===== config.mk =====
export PLATFORM = sky130hd
export DESIGN_NAME = aes256_ctr_xor
export DESIGN_NICKNAME = d
export VERILOG_FILES = /design/src/rtl/aes256_ctr_xor.sv
export SDC_FILE = /design/constraint.sdc
export NUM_CORES = 1
export LEC_CHECK = 0
export CAP_MARGIN = 30
export CORE_ASPECT_RATIO = 1.4
export CORE_MARGIN = 3
export CORE_UTILIZATION = 30
export DETAILED_ROUTE_END_ITERATION = 16
export HOLD_SLACK_MARGIN = 0.15
export PLACE_DENSITY = 0.51
export RECOVER_POWER = 100
export SYNTH_ARGS = -nofsm -noshare
export SYNTH_HDL_FRONTEND = slang
export SYNTH_SLANG_ARGS = --single-unit

===== constraint.sdc =====
create_clock -name clk -period 25.5 [get_ports clk]
set_input_delay 5.1 -clock clk [delete_from_list [all_inputs] [get_ports clk]]
set_output_delay 5.1 -clock clk [all_outputs]
set_load 0.01 [all_outputs]

===== src/rtl/aes256_ctr_xor.sv =====
// AES-256-CTR output stage: buffers keystream blocks from the aes256 core and XORs
// them with AXI-stream plaintext beats to form registered AXI-stream ciphertext.
module aes256_ctr_xor #(
    parameter int DEPTH = 8,
    parameter int CNT_W = 32
) (
    input  logic                       clk,
    input  logic                       rst,
    input  logic                       pi_clear,
    input  logic                       pi_ks_valid,
    input  logic [127:0]               pi_ks_data,
    output logic [$clog2(DEPTH):0]     po_ks_free,
    output logic                       po_ks_overflow,
    output logic                       s_axis_tready,
    input  logic                       s_axis_tvalid,
    input  logic [127:0]               s_axis_tdata,
    input  logic                       s_axis_tlast,
    input  logic                       m_axis_tready,
    output logic                       m_axis_tvalid,
    output logic [127:0]               m_axis_tdata,
    output logic                       m_axis_tlast,
    output logic [CNT_W-1:0]           po_block_count
);
    localparam int AW = $clog2(DEPTH);
    localparam int FW = AW + 1;

    logic [127:0]     r_mem [DEPTH];
    logic [AW-1:0]    r_wr_ptr;
    logic [AW-1:0]    r_rd_ptr;
    logic [FW-1:0]    r_free;
    logic             r_overflow;
    logic             r_m_valid;
    logic [127:0]     r_m_data;
    logic             r_m_last;
    logic [CNT_W-1:0] r_block_count;

    logic             w_empty;
    logic             w_full;
    logic             w_out_ready;
    logic             w_s_ready;
    logic             w_pop;
    logic             w_push;
    logic             w_drop;
    logic             w_m_fire;
    logic [127:0]     w_head;

    // Occupancy lives in the free-slot counter, so full/empty never need pointer compares.
    assign w_empty     = (r_free == FW'(DEPTH));
    assign w_full      = (r_free == '0);
    assign w_out_ready = !r_m_valid || m_axis_tready;
    assign w_s_ready   = !w_empty && w_out_ready;
    assign w_pop       = s_axis_tvalid && w_s_ready && !pi_clear;
    assign w_push      = pi_ks_valid && (!w_full || w_pop) && !pi_clear;
    assign w_drop      = pi_ks_valid && w_full && !w_pop && !pi_clear;
    assign w_m_fire    = r_m_valid && m_axis_tready;
    assign w_head      = r_mem[r_rd_ptr];

    // Storage carries no reset; a block is only read after its pointer has advanced past it.
    always_ff @(posedge clk) begin
        if (w_push) begin
            r_mem[r_wr_ptr] <= pi_ks_data;
        end
    end

    always_ff @(posedge clk) begin
        if (rst || pi_clear) begin
            r_wr_ptr   <= '0;
            r_rd_ptr   <= '0;
            r_free     <= FW'(DEPTH);
            r_overflow <= 1'b0;
        end else begin
            if (w_push) begin
                r_wr_ptr <= r_wr_ptr + AW'(1);
            end
            if (w_pop) begin
                r_rd_ptr <= r_rd_ptr + AW'(1);
            end
            case ({w_push, w_pop})
                2'b10:   r_free <= r_free - FW'(1);
                2'b01:   r_free <= r_free + FW'(1);
                default: r_free <= r_free;
            endcase
            if (w_drop) begin
                r_overflow <= 1'b1;
            end
        end
    end

    always_ff @(posedge clk) begin
        if (rst) begin
            r_m_valid <= 1'b0;
            r_m_data  <= '0;
            r_m_last  <= 1'b0;
        end else if (pi_clear) begin
            r_m_valid <= 1'b0;
        end else if (w_pop) begin
            r_m_valid <= 1'b1;
            r_m_data  <= s_axis_tdata ^ w_head;
            r_m_last  <= s_axis_tlast;
        end else if (w_m_fire) begin
            r_m_valid <= 1'b0;
        end
    end

    // The counter tracks downstream handshakes, so a flush does not rewind it.
    always_ff @(posedge clk) begin
        if (rst) begin
            r_block_count <= '0;
        end else if (w_m_fire) begin
            r_block_count <= r_block_count + CNT_W'(1);
        end
    end

    assign po_ks_free     = r_free;
    assign po_ks_overflow = r_overflow;
    assign s_axis_tready  = w_s_ready;
    assign m_axis_tvalid  = r_m_valid;
    assign m_axis_tdata   = r_m_data;
    assign m_axis_tlast   = r_m_last;
    assign po_block_count = r_block_count;

endmodule

## After elaboration in Yosys (flattened, before gate mapping)

Memory sizes are Yosys's and may differ from the RTL's. A register that Yosys moved wholly into a read port is not among the register bits.
Index checks and enable logic that the tools add are counted.

- Latch bits: 0
- Bits in writable memories: 1,024
- Register bits: 173
- Word-level logic and storage cells: 48
- Memory bits (read-only): 0
- Memories kept: 1

Memory list:

| name | depth | bits a word | rd ports | clocked after Yosys merged registers in | write ports | line | text |
|---|---|---|---|---|---|---|---|
| r_mem | 8 | 128 | 1 | 1 | 1 | 27 | `logic [127:0] r_mem [DEPTH];` |

- Muxes and demuxes: 7
- Equal/unequal tests: 3
- Add/subtract/negate cells: 5
- Div/mod/pow operators: 0
- Magnitude comparators: 0
- Multiply operators: 0
- Shifts and indexed selects: 0
- Bitwise operators: 2
- Reduce and logical (&&, ||, !) cells: 22

Operators by type and width:

| kind | count |
|---|---|
| XOR 128 bit | 1 |
| adder 32 x 1 -> 32 bit, second input constant | 1 |
| logical AND 1 bit | 9 |
| case mux 4 bit (2 select lines) | 1 |
| adder 3 x 1 -> 3 bit, second input constant | 2 |
| 2-to-1 mux 3 bit | 2 |
| zero test 1 bit | 5 |
| adder 4 x 1 -> 4 bit, second input constant | 1 |
| equality test 4 bit, second input constant | 1 |
| zero test 4 bit | 1 |
| 2-to-1 mux 1 bit | 4 |
| nonzero test 2 bit | 2 |
| subtractor 4 x 1 -> 4 bit, second input constant | 1 |
| logical OR 1 bit | 3 |
| equality test 2 x 1 -> 1 bit, second input constant | 1 |
| equality test 2 bit, second input constant | 1 |
| AND reduction 2 bit | 1 |
| OR reduction 2 bit | 1 |
| NOT 1 bit | 1 |

## Longest topological paths before layout

- Depth in word-level cells: 10
- Depth in mapped cells: 10
- Mapped depth without buffers: 10

## Worst setup path before layout

OpenSTA, ideal clock, no wires.

- Path type: input to register
- Start: input port m_axis_tready
- End: memory r_mem[1][0] (enable)
- Path slack: 5,735 ps
- Library setup time: 974 ps
- Arrival time: 18,792 ps
- Stages on the path: 4
- Data required time: 24,526 ps
- Cells stage by stage: nor2b_1 > o21ai_0 > nand2_1 > nor4b_1

- Word-level cells in the longest chain between the ends: 9

RTL lines:

| item | line | text |
|---|---|---|
| start, declared | 18 | `input logic m_axis_tready,` |
| logical OR 1 bit | 50 | `assign w_out_ready = !r_m_valid \|\| m_axis_tready;` |
| logical AND 1 bit | 51 | `assign w_s_ready = !w_empty && w_out_ready;` |
| logical AND 1 bit (2 in series) | 52 | `assign w_pop = s_axis_tvalid && w_s_ready && !pi_clear;` |
| logical OR 1 bit | 53 | `assign w_push = pi_ks_valid && (!w_full \|\| w_pop) && !pi_clear;` |
| logical AND 1 bit (2 in series) | 53 |  |
| 2-to-1 mux 1 bit | 60 | `if (w_push) begin` |
| 2-to-1 mux 1 bit (implied by the code) | 61 | `r_mem[r_wr_ptr] <= pi_ks_data;` |
| end, declared | 27 |  |

No other way between the ends.

## Worst setup path in the final report

- Start: input port m_axis_tready
- End: output port s_axis_tready

- Word-level cells in the longest chain between the ends: 2

RTL lines:

| item | line | text |
|---|---|---|
| logical OR 1 bit | 50 |  |
| logical AND 1 bit | 51 |  |
| end, declared | 14 | `output logic s_axis_tready,` |

No other way between the ends.

==> impl_metrics.csv <==
group,metric,value,unit
sta,worst_pin_slew,4070,ps
power_and_ir_drop,power.density,73.2,nW/um^2
place,place.detailed.hpwl,62700,um
yosys,number_of_cells_produced_by_synthesis,2164,
sta,slew_headroom,-1.72,
clock_tree,clockRootBuffer,"sky130_fd_sc_hd__clkbuf_16",
sta,max_freq,0.0842,GHz
detailed_routing,vias_cell,4.73,
place,numPortBuffers,430,
power_and_ir_drop,p_leak,17.4,nW
yosys,synth-edff-count,1024,
worst_setup_path,crit_fanout,6,
floorplan,placement_rows,168,
yosys,yosys_register_bits,1200,
worst_setup_path,worstPathArrival,6780,ps
worst_setup_path,timing.rr.start,"m_axis_tvalid",
worst_setup_path,critPathSlowestCell,"sky130_fd_sc_hd__dlygate4sd3_1",
clock_tree,cts_repair_resize_count,0,
yosys,synth.area.top_cells,"sky130_fd_sc_hd__edfxtp_1, sky130_fd_sc_hd__mux4_2, sky130_fd_sc_hd__dfxtp_1",
clock_tree,cts_hold_repair.buffers,0,
yosys,synthesis.yosys.warnings,0,
power_and_ir_drop,vdd.ir_drop.worst,0.0545,mV
sta,report.final.hold_viol_count,0,
finish,final_net_count,2921,
sta,timing.setup.tns,0,ps
clock_tree,post_cts.repair.setup_buffers,0,
detailed_routing,routed_wirelength,107000,um
finish,most_common_cell_after_layout_fill_and_taps_aside,"sky130_fd_sc_hd__edfxtp_1",
sta,fin_crit_sh,0.466,
run,maxCapViolations,28,
detailed_routing,drc_errors,0,
detailed_routing,routed-via-count,22358,
worst_setup_path,worst_setup_path_start_kind,"input pin",
finish,mostFrequentLayoutCells,"sky130_fd_sc_hd__edfxtp_1, sky130_fd_sc_hd__dlygate4sd3_1, sky130_fd_sc_hd__mux4_2, sky130_fd_sc_hd__dfxtp_1",
worst_setup_path,worstSetupStartpoint,"m_axis_tready",
yosys,synthesis.area,45400,um^2
worst_setup_path,cpLargestDelayFamily,"buffers and inverters",
floorplan,fp.coreArea,150000,um^2
worst_setup_path,cp_num_cells,4,
grt,gr-total-overflow,0,
detailed_routing,firstDrtPassIters,5,
yosys,synth_top_cell_area_share,0.678,
finish,drive_above_1_share,0.162,
floorplan,die-width,335,um
run_status,outcome,"finished with violations",
yosys,synthesized_nets,2434,
worst_setup_path,cp_common_cell,"sky130_fd_sc_hd__dlygate4sd3_1",
floorplan,number_of_top_level_pins,431,
detailed_routing,drt-wirelength-per-cell,22.7,um
grt,gr-usage-all-layers,0.137,
yosys,synth_top_cell_by_area,"sky130_fd_sc_hd__edfxtp_1",
clock_tree,tritoncts,"done",
floorplan,die_height,466,um
clock_tree,htree_levels,3,
worst_hold_path,min_path_type,"reg2reg",
grt,grt_pass1_wl,159000,um
worst_setup_path,crit-reg2reg-capture,"r_mem[6][125]",
yosys,async_reset_ff_frac,0,
worst_setup_path,worst-setup-path-type,"in2out",
yosys,synthFlopType,"sky130_fd_sc_hd__edfxtp_1",
worst_setup_path,critical_path.cell_chain,"dlygate4sd3_1 > nor2b_1 > nor2_1 > dlygate4sd3_1",
sta,layout_min_cycle_time,11880,ps
yosys,post_synth_cell_types,41,
worst_setup_path,timing.reg2reg.worst_path_depth,6,
clock_tree,cts-buffers-inserted,120,
sta,timing_max_transition_violations_final,1146,
clock_tree,clk-insertion-delay-late,730,ps
place,gp_congestion,0.759,
yosys,postSynthAreaPerCell,21.0,um^2
clock_tree,ctsLongestPathBuffers,3,
finish,final_core_util,0.373,
clock_tree,cts.sinks,1200,
worst_setup_path,rrSetupSlack,18410,ps
worst_setup_path,worst_setup_path_endpoint,"s_axis_tready",
grt,antenna_violations_before_repair,54,
sta,clock-skew-final,23.3,ps
sta,setup_viol_count_final,0,
sta,unrepaired_setup_endpoints_after_global_routing,"no",
place,post-place-ws,13870,ps
yosys,synth_sequential_area_ratio,0.756,
grt,pin_count_of_the_biggest_net_entering_global_routing,141,
worst_setup_path,setup.worst_path.end_class,"primary output",
sta,final.hold.worst_slack,472,ps
sta,layout_setup_ws,13620,ps
detailed_routing,first_iter_violations,1323,
floorplan,die-area,156000,um^2
floorplan,initial_core_util,0.303,
worst_setup_path,timing.critical_path.required,20400,ps
run_status,violations_in_the_final_reports,"max-capacitance violations, max-slew violations",
finish,synthToLayoutAreaGrowth,23.2,%
worst_setup_path,cp_num_buf_inv,2,
clock_tree,clk_pin_slew,60,ps
worst_setup_path,slowest_delay,650,ps
grt,first_global_vias,24239,
detailed_routing,antenna_left,0,
per-stage QoR:
| step | total power [mW] | instance area (um^2) | std cells |
|---|---|---|---|
| 6_report | 4.09 | 55900 | 4731 |
| 3_3_place_gp | 2.41 | 52000 | 4478 |
| 4_1_cts | 4.17 | 56000 | 4705 |
| 2_1_floorplan | 2.31 | 45400 | 2164 |
| 5_1_grt | 4.26 | 55800 | 4711 |
| 3_5_place_dp | 2.41 | 52200 | 4483 |
synthesized netlist by cell type (4+ instances only):
cell type,count
sky130_fd_sc_hd__buf_1,18
sky130_fd_sc_hd__xnor2_1,132
sky130_fd_sc_hd__a22o_1,128
sky130_fd_sc_hd__ha_1,6
sky130_fd_sc_hd__a21oi_1,27
sky130_fd_sc_hd__buf_2,52
sky130_fd_sc_hd__edfxtp_1,1024
sky130_fd_sc_hd__mux2i_1,132
sky130_fd_sc_hd__o21ai_0,13
sky130_fd_sc_hd__dfxtp_1,176
sky130_fd_sc_hd__nand4_1,8
sky130_fd_sc_hd__nor2_1,29
sky130_fd_sc_hd__nand3_1,15
sky130_fd_sc_hd__nand2_1,18
sky130_fd_sc_hd__mux4_2,256
sky130_fd_sc_hd__o31ai_1,11
sky130_fd_sc_hd__nor4b_1,4
sky130_fd_sc_hd__clkbuf_1,41
sky130_fd_sc_hd__or4_1,12
sky130_fd_sc_hd__or3_1,11
sky130_fd_sc_hd__and4_1,5
sky130_fd_sc_hd__xor2_1,10
sky130_fd_sc_hd__inv_1,5
registers in the layout, summed over array words and instances (netlist names), named ones only:
name / cells
po_ks_free: 4
r_rd_ptr: 3
po_block_count: 32
m_axis_tvalid: 1
po_ks_overflow: 1
r_mem: 1024
m_axis_tdata: 128
r_wr_ptr: 3
m_axis_tlast: 1
worst reg2reg max path, stage by stage, from the launching register on:
cell and delay, ps:
sky130_fd_sc_hd__dfxtp_1 350, sky130_fd_sc_hd__nor2b_1 200, sky130_fd_sc_hd__o21ai_0 500, sky130_fd_sc_hd__nand3_1 310, sky130_fd_sc_hd__nor3b_1 260, sky130_fd_sc_hd__clkbuf_1 2000, sky130_fd_sc_hd__clkbuf_1 2880
layout make-up:
class	count	area [um^2]
fill	13713	94000
sequential	1200	34300
multi-input combinational	847	10600
timing repair buffer	477	4620
clock buffer	146	3140
tap	1955	2450
clock inverter	76	724
antenna	25	62.6
inverter	5	18.8
how the worst min path moves through the flow:
stage | start | end | slack [ps] | cells after the start
finish | m_axis_tdata[81] | m_axis_tdata[81] | 470 | 1
global route | m_axis_tdata[117] | m_axis_tdata[117] | 490 | 1
CTS | m_axis_tdata[81] | m_axis_tdata[81] | 480 | 1
detailed placement | m_axis_tdata[44] | m_axis_tdata[44] | 460 | 1
global placement | m_axis_tdata[90] | m_axis_tdata[90] | 460 | 1
floorplan | r_rd_ptr[2] | flip-flop | 490 | 2
logic make-up after synthesis:
kind of cell,share of synthesized area
buffers and inverters,0.0113
adders and majority gates,0.00210
muxes,0.156
DFF,0.756
AOI/OAI and AO/OA,0.0318
xor gates and xnor gates,0.0274
and+or+nand+nor,0.0153
report_power, final:
part | internal [mW] | total (mW) | switching, mW
clock network | 0.989 | 1.73 | 0.745
registers | 2.15 | 2.16 | 0.00873
logic | 0.103 | 0.199 | 0.0963
routing by layer:
metal	wire, um	up-vias	GRT usage
met4	2240	38	0.0412
met5	235	-	0
met3	7880	168	0.0385
met2	51400	603	0.226
met1	45600	11608	0.176
li1	-	9941	-
No activity file was read; power rests on OpenSTA's default activity.
